===== config.mk =====
export PLATFORM = sky130hd
export DESIGN_NAME = oser8_feeder
export DESIGN_NICKNAME = d
export VERILOG_FILES = /design/src/rtl/oser_pkg.sv /design/src/rtl/oser_word_fifo.sv /design/src/rtl/oser8_feeder.sv
export SDC_FILE = /design/constraint.sdc
export NUM_CORES = 1
export LEC_CHECK = 0
export CAP_MARGIN = 20
export CORE_MARGIN = 1.5
export CORE_UTILIZATION = 59
export DETAILED_ROUTE_END_ITERATION = 10
export GPL_TIMING_DRIVEN = 0
export PLACE_DENSITY = 0.83
export SLEW_MARGIN = 5
export SYNTH_ARGS = -nofsm -noshare
export SYNTH_HDL_FRONTEND = slang
export SYNTH_SLANG_ARGS = --single-unit

===== constraint.sdc =====
create_clock -name clk -period 3.3 [get_ports clk]
set_input_delay 0.66 -clock clk [delete_from_list [all_inputs] [get_ports clk]]
set_output_delay 0.66 -clock clk [all_outputs]
set_load 0.05 [all_outputs]

===== src/rtl/oser_pkg.sv =====
// Shared types and constants for the OSER8 feeder: controller states,
// serializer ratios and the word record carried through the input buffer.
package oser_pkg;

    localparam int OSER8_RATIO = 8;
    localparam int PCLK_DIV    = 4;

    typedef enum logic [1:0] {
        HOLD  = 2'd0,
        ALIGN = 2'd1,
        RUN   = 2'd2
    } state_e;

    typedef struct packed {
        logic [OSER8_RATIO-1:0] data;
        logic [3:0]             tx;
    } oser_word_t;

endpackage


===== src/rtl/oser_word_fifo.sv =====
// Synchronous word FIFO with registered pointers; no write-to-read bypass,
// so a word pushed into an empty FIFO is poppable from the following clk.
module oser_word_fifo
    import oser_pkg::*;
#(
    parameter int DEPTH = 4
) (
    input  logic        clk,
    input  logic        rst_i,
    input  logic        push_i,
    input  logic [11:0] wdata_i,
    input  logic        pop_i,
    output logic [11:0] rdata_o,
    output logic        full_o,
    output logic        empty_o
);

    localparam int AW = $clog2(DEPTH);

    // Pointers carry one extra MSB so full and empty differ only in that bit.
    logic [AW:0] wptr_q, wptr_d, rptr_q, rptr_d;
    oser_word_t  mem_q [DEPTH];
    logic        do_push, do_pop;

    assign empty_o = (wptr_q == rptr_q);
    assign full_o  = (wptr_q[AW] != rptr_q[AW]) && (wptr_q[AW-1:0] == rptr_q[AW-1:0]);
    assign do_push = push_i && !full_o;
    assign do_pop  = pop_i && !empty_o;
    assign rdata_o = mem_q[rptr_q[AW-1:0]];

    always_comb begin
        wptr_d = wptr_q;
        rptr_d = rptr_q;
        if (do_push) wptr_d = wptr_q + 1'b1;
        if (do_pop)  rptr_d = rptr_q + 1'b1;
    end

    always_ff @(posedge clk or posedge rst_i) begin
        if (rst_i) begin
            wptr_q <= '0;
            rptr_q <= '0;
        end else begin
            wptr_q <= wptr_d;
            rptr_q <= rptr_d;
        end
    end

    always_ff @(posedge clk) begin
        if (do_push) mem_q[wptr_q[AW-1:0]] <= oser_word_t'(wdata_i);
    end

endmodule


===== src/rtl/oser8_feeder.sv =====
// OSER8 sequencing controller: derives PCLK = FCLK/4, holds the serializer
// in reset after power-up, then feeds one buffered word per PCLK period.
module oser8_feeder
    import oser_pkg::*;
#(
    parameter int         RST_CYCLES  = 16,
    parameter int         ALIGN_WORDS = 4,
    parameter int         FIFO_DEPTH  = 4,
    parameter logic [7:0] IDLE_WORD   = 8'h00,
    parameter logic [3:0] IDLE_TX     = 4'hF
) (
    input  logic        clk,
    input  logic        rst_i,
    input  logic [7:0]  in_data,
    input  logic [3:0]  in_tx,
    input  logic        in_valid,
    output logic        in_ready,
    output logic        oser_reset,
    output logic        pclk,
    output logic [7:0]  d,
    output logic [3:0]  tx,
    output logic        running,
    output logic        underflow,
    output logic [15:0] underflow_cnt,
    output logic [1:0]  state_o
);

    // Handshake: a word transfers on every rising clk where in_valid and
    // in_ready are both high; in_ready never depends on in_valid.

    localparam int         PW         = $clog2(PCLK_DIV);
    localparam logic [7:0] RST_LIMIT  = 8'(RST_CYCLES);
    localparam logic [3:0] ALIGN_LAST = 4'(ALIGN_WORDS - 1);
    localparam oser_word_t IDLE_W     = '{data: IDLE_WORD, tx: IDLE_TX};

    state_e        state_q, state_d;
    logic [PW-1:0] phase_q;
    logic [7:0]    hold_cnt_q, hold_cnt_d;
    logic [3:0]    align_cnt_q, align_cnt_d;
    logic          oser_reset_q, oser_reset_d;
    oser_word_t    word_q, word_d;
    logic          underflow_q, underflow_d;
    logic [15:0]   ucnt_q, ucnt_d;
    logic          ready_en_q;
    logic          boundary, fifo_full, fifo_empty, push, pop;
    logic [11:0]   head_bits;

    // A word boundary is the edge on which the phase wraps back to zero.
    assign boundary = (phase_q == PW'(PCLK_DIV - 1));
    assign in_ready = ready_en_q && !fifo_full;
    assign push     = in_valid && in_ready;

    oser_word_fifo #(
        .DEPTH (FIFO_DEPTH)
    ) u_fifo (
        .clk     (clk),
        .rst_i   (rst_i),
        .push_i  (push),
        .wdata_i ({in_data, in_tx}),
        .pop_i   (pop),
        .rdata_o (head_bits),
        .full_o  (fifo_full),
        .empty_o (fifo_empty)
    );

    always_comb begin
        state_d      = state_q;
        hold_cnt_d   = hold_cnt_q;
        align_cnt_d  = align_cnt_q;
        oser_reset_d = oser_reset_q;
        word_d       = word_q;
        underflow_d  = 1'b0;
        ucnt_d       = ucnt_q;
        pop          = 1'b0;
        case (state_q)
            HOLD: begin
                oser_reset_d = 1'b1;
                if (hold_cnt_q != RST_LIMIT) begin
                    hold_cnt_d = hold_cnt_q + 8'd1;
                end else if (boundary) begin
                    state_d      = ALIGN;
                    oser_reset_d = 1'b0;
                    align_cnt_d  = '0;
                end
            end
            ALIGN: begin
                word_d = IDLE_W;
                if (boundary) begin
                    if (align_cnt_q == ALIGN_LAST) state_d = RUN;
                    else                           align_cnt_d = align_cnt_q + 4'd1;
                end
            end
            RUN: begin
                if (boundary) begin
                    if (!fifo_empty) begin
                        pop    = 1'b1;
                        word_d = oser_word_t'(head_bits);
                    end else begin
                        word_d      = IDLE_W;
                        underflow_d = 1'b1;
                        if (ucnt_q != 16'hFFFF) ucnt_d = ucnt_q + 16'd1;
                    end
                end
            end
            default: state_d = HOLD;
        endcase
    end

    always_ff @(posedge clk or posedge rst_i) begin
        if (rst_i) begin
            state_q      <= HOLD;
            phase_q      <= '0;
            hold_cnt_q   <= '0;
            align_cnt_q  <= '0;
            oser_reset_q <= 1'b1;
            word_q       <= IDLE_W;
            underflow_q  <= 1'b0;
            ucnt_q       <= '0;
            ready_en_q   <= 1'b0;
        end else begin
            state_q      <= state_d;
            phase_q      <= phase_q + 1'b1;
            hold_cnt_q   <= hold_cnt_d;
            align_cnt_q  <= align_cnt_d;
            oser_reset_q <= oser_reset_d;
            word_q       <= word_d;
            underflow_q  <= underflow_d;
            ucnt_q       <= ucnt_d;
            ready_en_q   <= 1'b1;
        end
    end

    assign oser_reset    = oser_reset_q;
    assign pclk          = phase_q[PW-1];
    assign d             = word_q.data;
    assign tx            = word_q.tx;
    assign running       = (state_q == RUN);
    assign underflow     = underflow_q;
    assign underflow_cnt = ucnt_q;
    assign state_o       = state_q;

endmodule

==> impl_results.md, run 1 <==
- Status: completed
- Root buffer cell: clkbuf_8
- Critical path arrival: between 2 and 2.5 ns
- Hold endpoint: phase_q[0]
- FFs w/ async S/R, synth: 0.525
- Grt ovf: 0
- Dpl cell area: between 4000 and 5000 um2
- Final period util: 0.879
- Syn_nets: approximately 320
- Rel. slew slack: 0.479
- Post-DR wirelength/cell: ~16 um
- Post-CTS resize count: 0
- Reg-to-reg endpoint: underflow_cnt[15]
- ANT cells: 0
- Area growth, synth to finish: 19.2%
- Worst vdd ir: ~470 uV
- Die X: just under 90 um
- Drt first-iter violations: around 110
- ANT nets after route: 0
- Sink Count: a little over 100
- Overall die area: ~7800 um2
- Setup TNS: 0 ns
- CTS tree: built
- Row Count: 30
- Min cycle time layout: 2.90 ns
- R2R Setup Slk: ~1.2 ns
- First-pass GRT wire length: about 12 mm
- CTS clk-pin slew, worst paths: about 0.1 ns
- Global-route usage over all layers: 0.207
- Crit start category: flop
- Worst hold path depth: 1
- Max-Cap Viols: 0
- Vias: roughly 2500
- Most used DFF post-synth: edfxtp_1
- Post-Route WL: about 7.4 mm
- Crit path required time: between 2 and 3 ns
- EDFF count, synth: 48
- Routability Congestion: just over 0.8
- CP Max Fanout: 6
- Design Area, Final: between 5000 and 6000 um2
- Worst min path class: reg2reg
- Register bit total from synthesis: roughly 100
- Worst slew pin tran: roughly 0.77 ns
- Core ar.: a little under 7000 um2
- Share of cells above drive strength 1: 0.153
- Most common cell after layout, fill and taps aside: clkdlybuf4s50_1
- Post-CTS setup buffers: 0
- Post-CTS Hold Fix Bufs: 0
- Input/output buffers: ~50
- Starting Density: 0.621
- Remaining DRCs: 0
- Reg2reg path depth: 6
- Drt pass-1 iters: 4
- # IOs: 50
- Static leakage: approximately 2.1 nW
- Worst reg2reg startpoint: phase_q[0]
- Final layout net count: 385
- Pwr per Cell Area: slightly below 700 nW/um2
- Max-slew violations: 0
- Die Ht: around 88 um
- Crit. End Element: output port
- Yosys warning count: 0
- Syn Std Cell Area: 4310 um2
- Synth cell types: roughly 50
- Cell count after synthesis: 299
- Avg Cell Area, Syn: ~14 um2
- Final setup viols: 0
- Most frequent cells in the layout: 49 x clkdlybuf4s50_1, 48 x dfrtp_1, 48 x edfxtp_1, 27 x nand2_1, 19 x inv_1
- HPWL after detailed placement: around 5 mm
- CP Class: reg2out
- RSZ-0062 raised after global routing: no
- H-tree Lvls: 3
- Register area share after synthesis: 0.644
- Num CTS Buffers: 9
- Largest net degree at the start of global routing: 29
- Worst Hold Launch: phase_q[0]
- Vias in the first global route: 2479
- Worst skew pair latency: 0.36 ns
- Final hold violations: 0
- Via density per instance: 5.51
- Clock skew: about 0.011 ns
- Initial antenna violation count: 0
- Maximum clock rate: between 0.3 and 0.4 GHz
- Clock buffer depth: 2
## worst max-delay path, stage by stage (launching register included)
cell and delay, ns:
dfrtp_1 0.50, xor2_1 0.26, o31a_1 0.28, clkdlybuf4s50_1 0.84
## area by class of cell
cell class              count  area, um2
well taps                  96        120
clock buffers               9        124
clock inverters             7       72.6
repair buffers             50        510
multi-input cells         171       1410
fillers                   433       1810
plain buffers               7       52.6
flip-flops and latches    101       2770
inverters                  20       75.1
## layer usage
| layer | up-vias | global-route usage | share of wire |
|---|---|---|---|
| met1 | 1273 | 0.274 | 0.44 |
| met4 | 0 | 0.0739 | 0.0076 |
| met5 | - | 0 | 0 |
| met2 | 47 | 0.341 | 0.52 |
| met3 | 8 | 0.0485 | 0.031 |
| li1 | 1212 | - | - |
## logic make-up (layout without fill, tap and decap cells)
group           count (synthesis)  in the layout  synth area share
other cells                     1              1          0.000870
xor+xnor                       26             26            0.0546
simple gates                   86             86             0.115
buf+inv                        27             93            0.0296
fa+ha+maj                      10             10            0.0290
flops                         101            101             0.644
mux                            20             20            0.0839
compound gates                 28             28            0.0438
## where the power goes
part	internal [mW]	leakage, nW	switching [mW]
clock network	0.299	0.102	0.461
registers	1.53	1.10	0.133
logic	0.439	0.920	0.623
total	2.27	2.12	1.22
## cells in the mapped netlist, types with 2 or more instances
master,n,share of area
nor3_1,6,0.0070
a41oi_1,2,0.0041
nand4_1,5,0.0073
nor4_4,2,0.0099
mux2i_1,2,0.0046
inv_1,20,0.017
nand3_1,6,0.0070
a31oi_1,3,0.0044
edfxtp_1,48,0.33
nor2_1,10,0.0087
xnor2_1,7,0.014
buf_6,3,0.0078
o22a_1,4,0.0081
and3_1,9,0.013
mux2_2,3,0.0078
dfstp_2,5,0.030
or2_2,2,0.0029
nand2_1,27,0.024
xor2_1,18,0.037
mux4_2,12,0.063
ha_1,10,0.029
mux2_1,2,0.0052
dfrtp_1,48,0.28
buf_2,3,0.0035
o21ai_0,11,0.013
nor4_1,6,0.0087
## registers in the layout, summed over array words and instances (netlist names)
signal	count
d	8
u_fifo.rptr_q	3
state_o	2
u_fifo.mem_q	48
underflow	1
ready_en_q	1
underflow_cnt	16
tx	4
u_fifo.wptr_q	3
oser_reset	1
phase_q	2
align_cnt_q	4
hold_cnt_q	8
## how the worst max path moves through the flow
stage                           startpoint                 to  slack [ns]  cells after the start
after floorplan                 phase_q[1]  underflow_cnt[13]        1.14                      6
after global placement               rst_i   u_fifo.wptr_q[1]        0.37                      2
after detailed placement  u_fifo.rptr_q[1]           in_ready        0.78                      3
after CTS                 u_fifo.rptr_q[1]           in_ready        0.38                      3
after global routing      u_fifo.rptr_q[1]           in_ready        0.31                      3
final                     u_fifo.rptr_q[1]           in_ready        0.40                      3
## per-stage QoR
| stage | instances | utilization | total power, mW | setup slack, ns | hold slack, ns |
|---|---|---|---|---|---|
| CTS | 461 | 0.740 | 3.52 | 0.378 | 0.435 |
| global placement | 444 | 0.709 | 2.73 | 0.370 | 0.409 |
| finish | 461 | 0.740 | 3.49 | 0.399 | 0.430 |
| global route | 461 | 0.740 | 3.66 | 0.313 | 0.454 |
| detailed placement | 445 | 0.712 | 2.77 | 0.783 | 0.419 |
| floorplan | 299 | - | 2.43 | 1.14 | 0.398 |
No activity file was read; power rests on OpenSTA's default activity.
==> run 2, diff against run 1 <==
--- a/config.mk
+++ b/config.mk
@@ -7,10 +7,10 @@
 export LEC_CHECK = 0
 export CAP_MARGIN = 20
 export CORE_MARGIN = 1.5
-export CORE_UTILIZATION = 59
+export CORE_UTILIZATION = 45
 export DETAILED_ROUTE_END_ITERATION = 10
 export GPL_TIMING_DRIVEN = 0
-export PLACE_DENSITY = 0.83
+export PLACE_DENSITY = 0.66
 export SLEW_MARGIN = 5
 export SYNTH_ARGS = -nofsm -noshare
 export SYNTH_HDL_FRONTEND = slang
==> impl_results.md, run 2 (synthesis gave the netlist of run 1 again) <==
- Remaining DRCs: 0 (unchanged)
- CP Max Fanout: 6 (unchanged)
- Clock share of power: 0.218 (about the same)
- Register area: 2770 um2 (unchanged)
- Crit. End Element: output port
- Initial antenna violation count: 0 (unchanged)
- Post-CTS resize count: 0 (unchanged)
- Final period util: 0.877 (-0.00182)
- Delay-heaviest family, CP: buffers and inverters
- CTS clk-pin slew, worst paths: 0.10 ns (about the same)
- Worst skew pair latency: 0.37 ns (about the same)
- Dpl cell area: 4980 um2 (+0.84%)
- Post-route insts no fill: 494 (+7.2%)
- Setup slack at placement: 0.775 ns (-0.00802 ns)
- HPWL after detailed placement: 5.14 mm (about the same)
- Final hold violations: 0 (unchanged)
- Crit start category: flop
- Final setup viols: 0 (unchanged)
- Sw power: 1.22 mW (+0.27%)
- Design Area, Final: 5180 um2 (+0.80%)
- Area of the multi-input gates: 1410 um2 (unchanged)
- Final layout net count: 385 (unchanged)
- Crit path required time: 2.64 ns (about the same)
- Max-slew violations: 0 (unchanged)
- Pwr per Cell Area: 674 nW/um2 (-0.75%)
- Area growth, synth to finish: 20.1%
- Post-CTS setup buffers: 0 (unchanged)
- Starting Density: 0.464 (-0.156)
- Overall die area: 10200 um2 (+30%)
- CTS tree: built
- Inst Count DP: 478 (+7.4%)
- Share of cells above drive strength 1: 0.153 (unchanged)
- Worst slew pin tran: 0.727 ns (-0.0440 ns)
- Sink Count: 101 (unchanged)
- Static leakage: 2.12 nW (unchanged)
- # IOs: 50 (unchanged)
- Post-CTS Hold Fix Bufs: 0 (unchanged)
- Sequential power share: 0.475 (-0.003)
- Post-DR wirelength/cell: 15.0 um (-6.2%)
- Max-Cap Viols: 0 (unchanged)
- Root buffer cell: clkbuf_8
- Wl on met1: 3.34 mm (+2.7%)
- Maximum clock rate: 0.345 GHz (+0.21%)
- Met3 WL post-DR: 317 um (+38%)
- Vias in the first global route: 2500 (+0.85%)
- H-tree Lvls: 3 (unchanged)
- Hold endpoint: phase_q[0]
- Row Count: 35 (+17%)
- Power Total: 3.49 mW (about the same)
- ANT cells: 0 (unchanged)
- Switching power share of the total: 0.350 (+0.000787)
- CP Class: reg2out
- Logic gate share of total power: 0.307 (+0.003)
- R2R Setup Slk: 1.25 ns (+0.02 ns)
- Input/output buffers: 49 (unchanged)
- Worst reg2reg startpoint: u_fifo.rptr_q[1]
- Num CTS Buffers: 9 (unchanged)
- Routability Congestion: 0.784 (-2.6%)
- Met2 wire length: 3.71 mm (-3.6%)
- Clock buffer depth: 2 (unchanged)
- Setup WS post-layout: 0.405 ns (+0.00601 ns)
- ANT nets after route: 0 (unchanged)
- Die Ht: 101 um (+14%)
- Drt pass-1 iters: 4 (unchanged)
- CP max stage delay: 0.84 ns (about the same)
- Worst Hold Launch: phase_q[0]
- Global-route usage over all layers: 0.163 (-0.0449)
- Reg-to-reg endpoint: u_fifo.mem_q[3][2]
- Critical path arrival: 2.23 ns (about the same)
- Post-Route WL: 7.42 mm (+0.49%)
- Worst vdd ir: 347 uV (-26%)
- Grt ovf: 0 (unchanged)
- RSZ-0062 raised after global routing: no
- Setup TNS: 0 ns (unchanged)
- First-pass GRT wire length: 12.5 mm (+4.8%)
- Most frequent cells in the layout: 49 x clkdlybuf4s50_1, 48 x dfrtp_1, 48 x edfxtp_1, 27 x nand2_1, 19 x inv_1
- Largest net degree at the start of global routing: 37 (+28%)
- Buf+Inv Stages, Crit Path: 1 (unchanged)
- Int Power: 2.27 mW (about the same)
- Worst hold path depth: 1 (unchanged)
- Status: completed
- Drt first-iter violations: 58 (-47%)
- Reg2reg path depth: 3 (-3)
- Core ar.: 9280 um2 (+34%)
- Worst hold margin: 0.426 ns (-0.00415 ns)
- CP max stage cell: clkdlybuf4s50_1
- Max reg flops: 48 (unchanged)
- Critical-path cell list: xor2_1 > o31a_1 > clkdlybuf4s50_1
- Clock skew: 0.0163 ns (+0.00547 ns)
- Most common cell after layout, fill and taps aside: clkdlybuf4s50_1
- Worst min path class: reg2reg
- Vias: 2509 (-1.2%)
- Final Util: 0.558 (-0.182)
- Rel. slew slack: 0.509 (+0.0297)
- Via density per instance: 5.08 (-7.8%)
- Die X: 101 um (+14%)
- Min cycle time layout: 2.89 ns (-0.00601 ns)
- Highest routed layer: met4
- Fill cells: 784 (+81%)
[run 2: power groups by stage]
stage          Clock, mW  Combinational [mW]  Sequential (mW)
2_1_floorplan          0               0.469             1.96
3_3_place_gp           0                1.07             1.68
3_5_place_dp           0                1.09             1.69
4_1_cts            0.783                1.09             1.66
5_1_grt            0.837                1.15             1.69
6_report           0.763                1.07             1.66
[run 2: layout make-up]
type,instances,share of cell area
clock inverters,7,0.0140
repair buffers,50,0.0986
inverters,20,0.0145
clock buffers,9,0.0239
multi-input cells,171,0.272
flip-flops and latches,101,0.536
well taps,129,0.0312
plain buffers,7,0.0101
[run 2: how the worst max path moves through the flow]
| stage | from | to | slack, ns | depth (start not counted) |
|---|---|---|---|---|
| 2_1_floorplan | phase_q[1] | underflow_cnt[13] | 1.14 | 6 |
| 3_3_place_gp | rst_i | u_fifo.wptr_q[1] | 0.30 | 2 |
| 3_5_place_dp | u_fifo.rptr_q[1] | in_ready | 0.77 | 3 |
| 4_1_cts | u_fifo.rptr_q[1] | in_ready | 0.36 | 3 |
| 5_1_grt | u_fifo.rptr_q[1] | in_ready | 0.24 | 3 |
| 6_report | u_fifo.rptr_q[1] | in_ready | 0.41 | 3 |
[run 2: per-layer routing]
metal | global-route usage | vias to the layer above
met5 | 0 | -
met4 | 0.0358 | 0
met3 | 0.0479 | 6
met2 | 0.264 | 57
met1 | 0.219 | 1233
li1 | - | 1213
==> run 3, diff against run 2 <==
--- a/config.mk
+++ b/config.mk
@@ -15,3 +15,4 @@
 export SYNTH_ARGS = -nofsm -noshare
 export SYNTH_HDL_FRONTEND = slang
 export SYNTH_SLANG_ARGS = --single-unit
+export TNS_END_PERCENT = 50
==> results of run 3 <==
No change in the layout: final DEF, timing and power equal those of run 2.
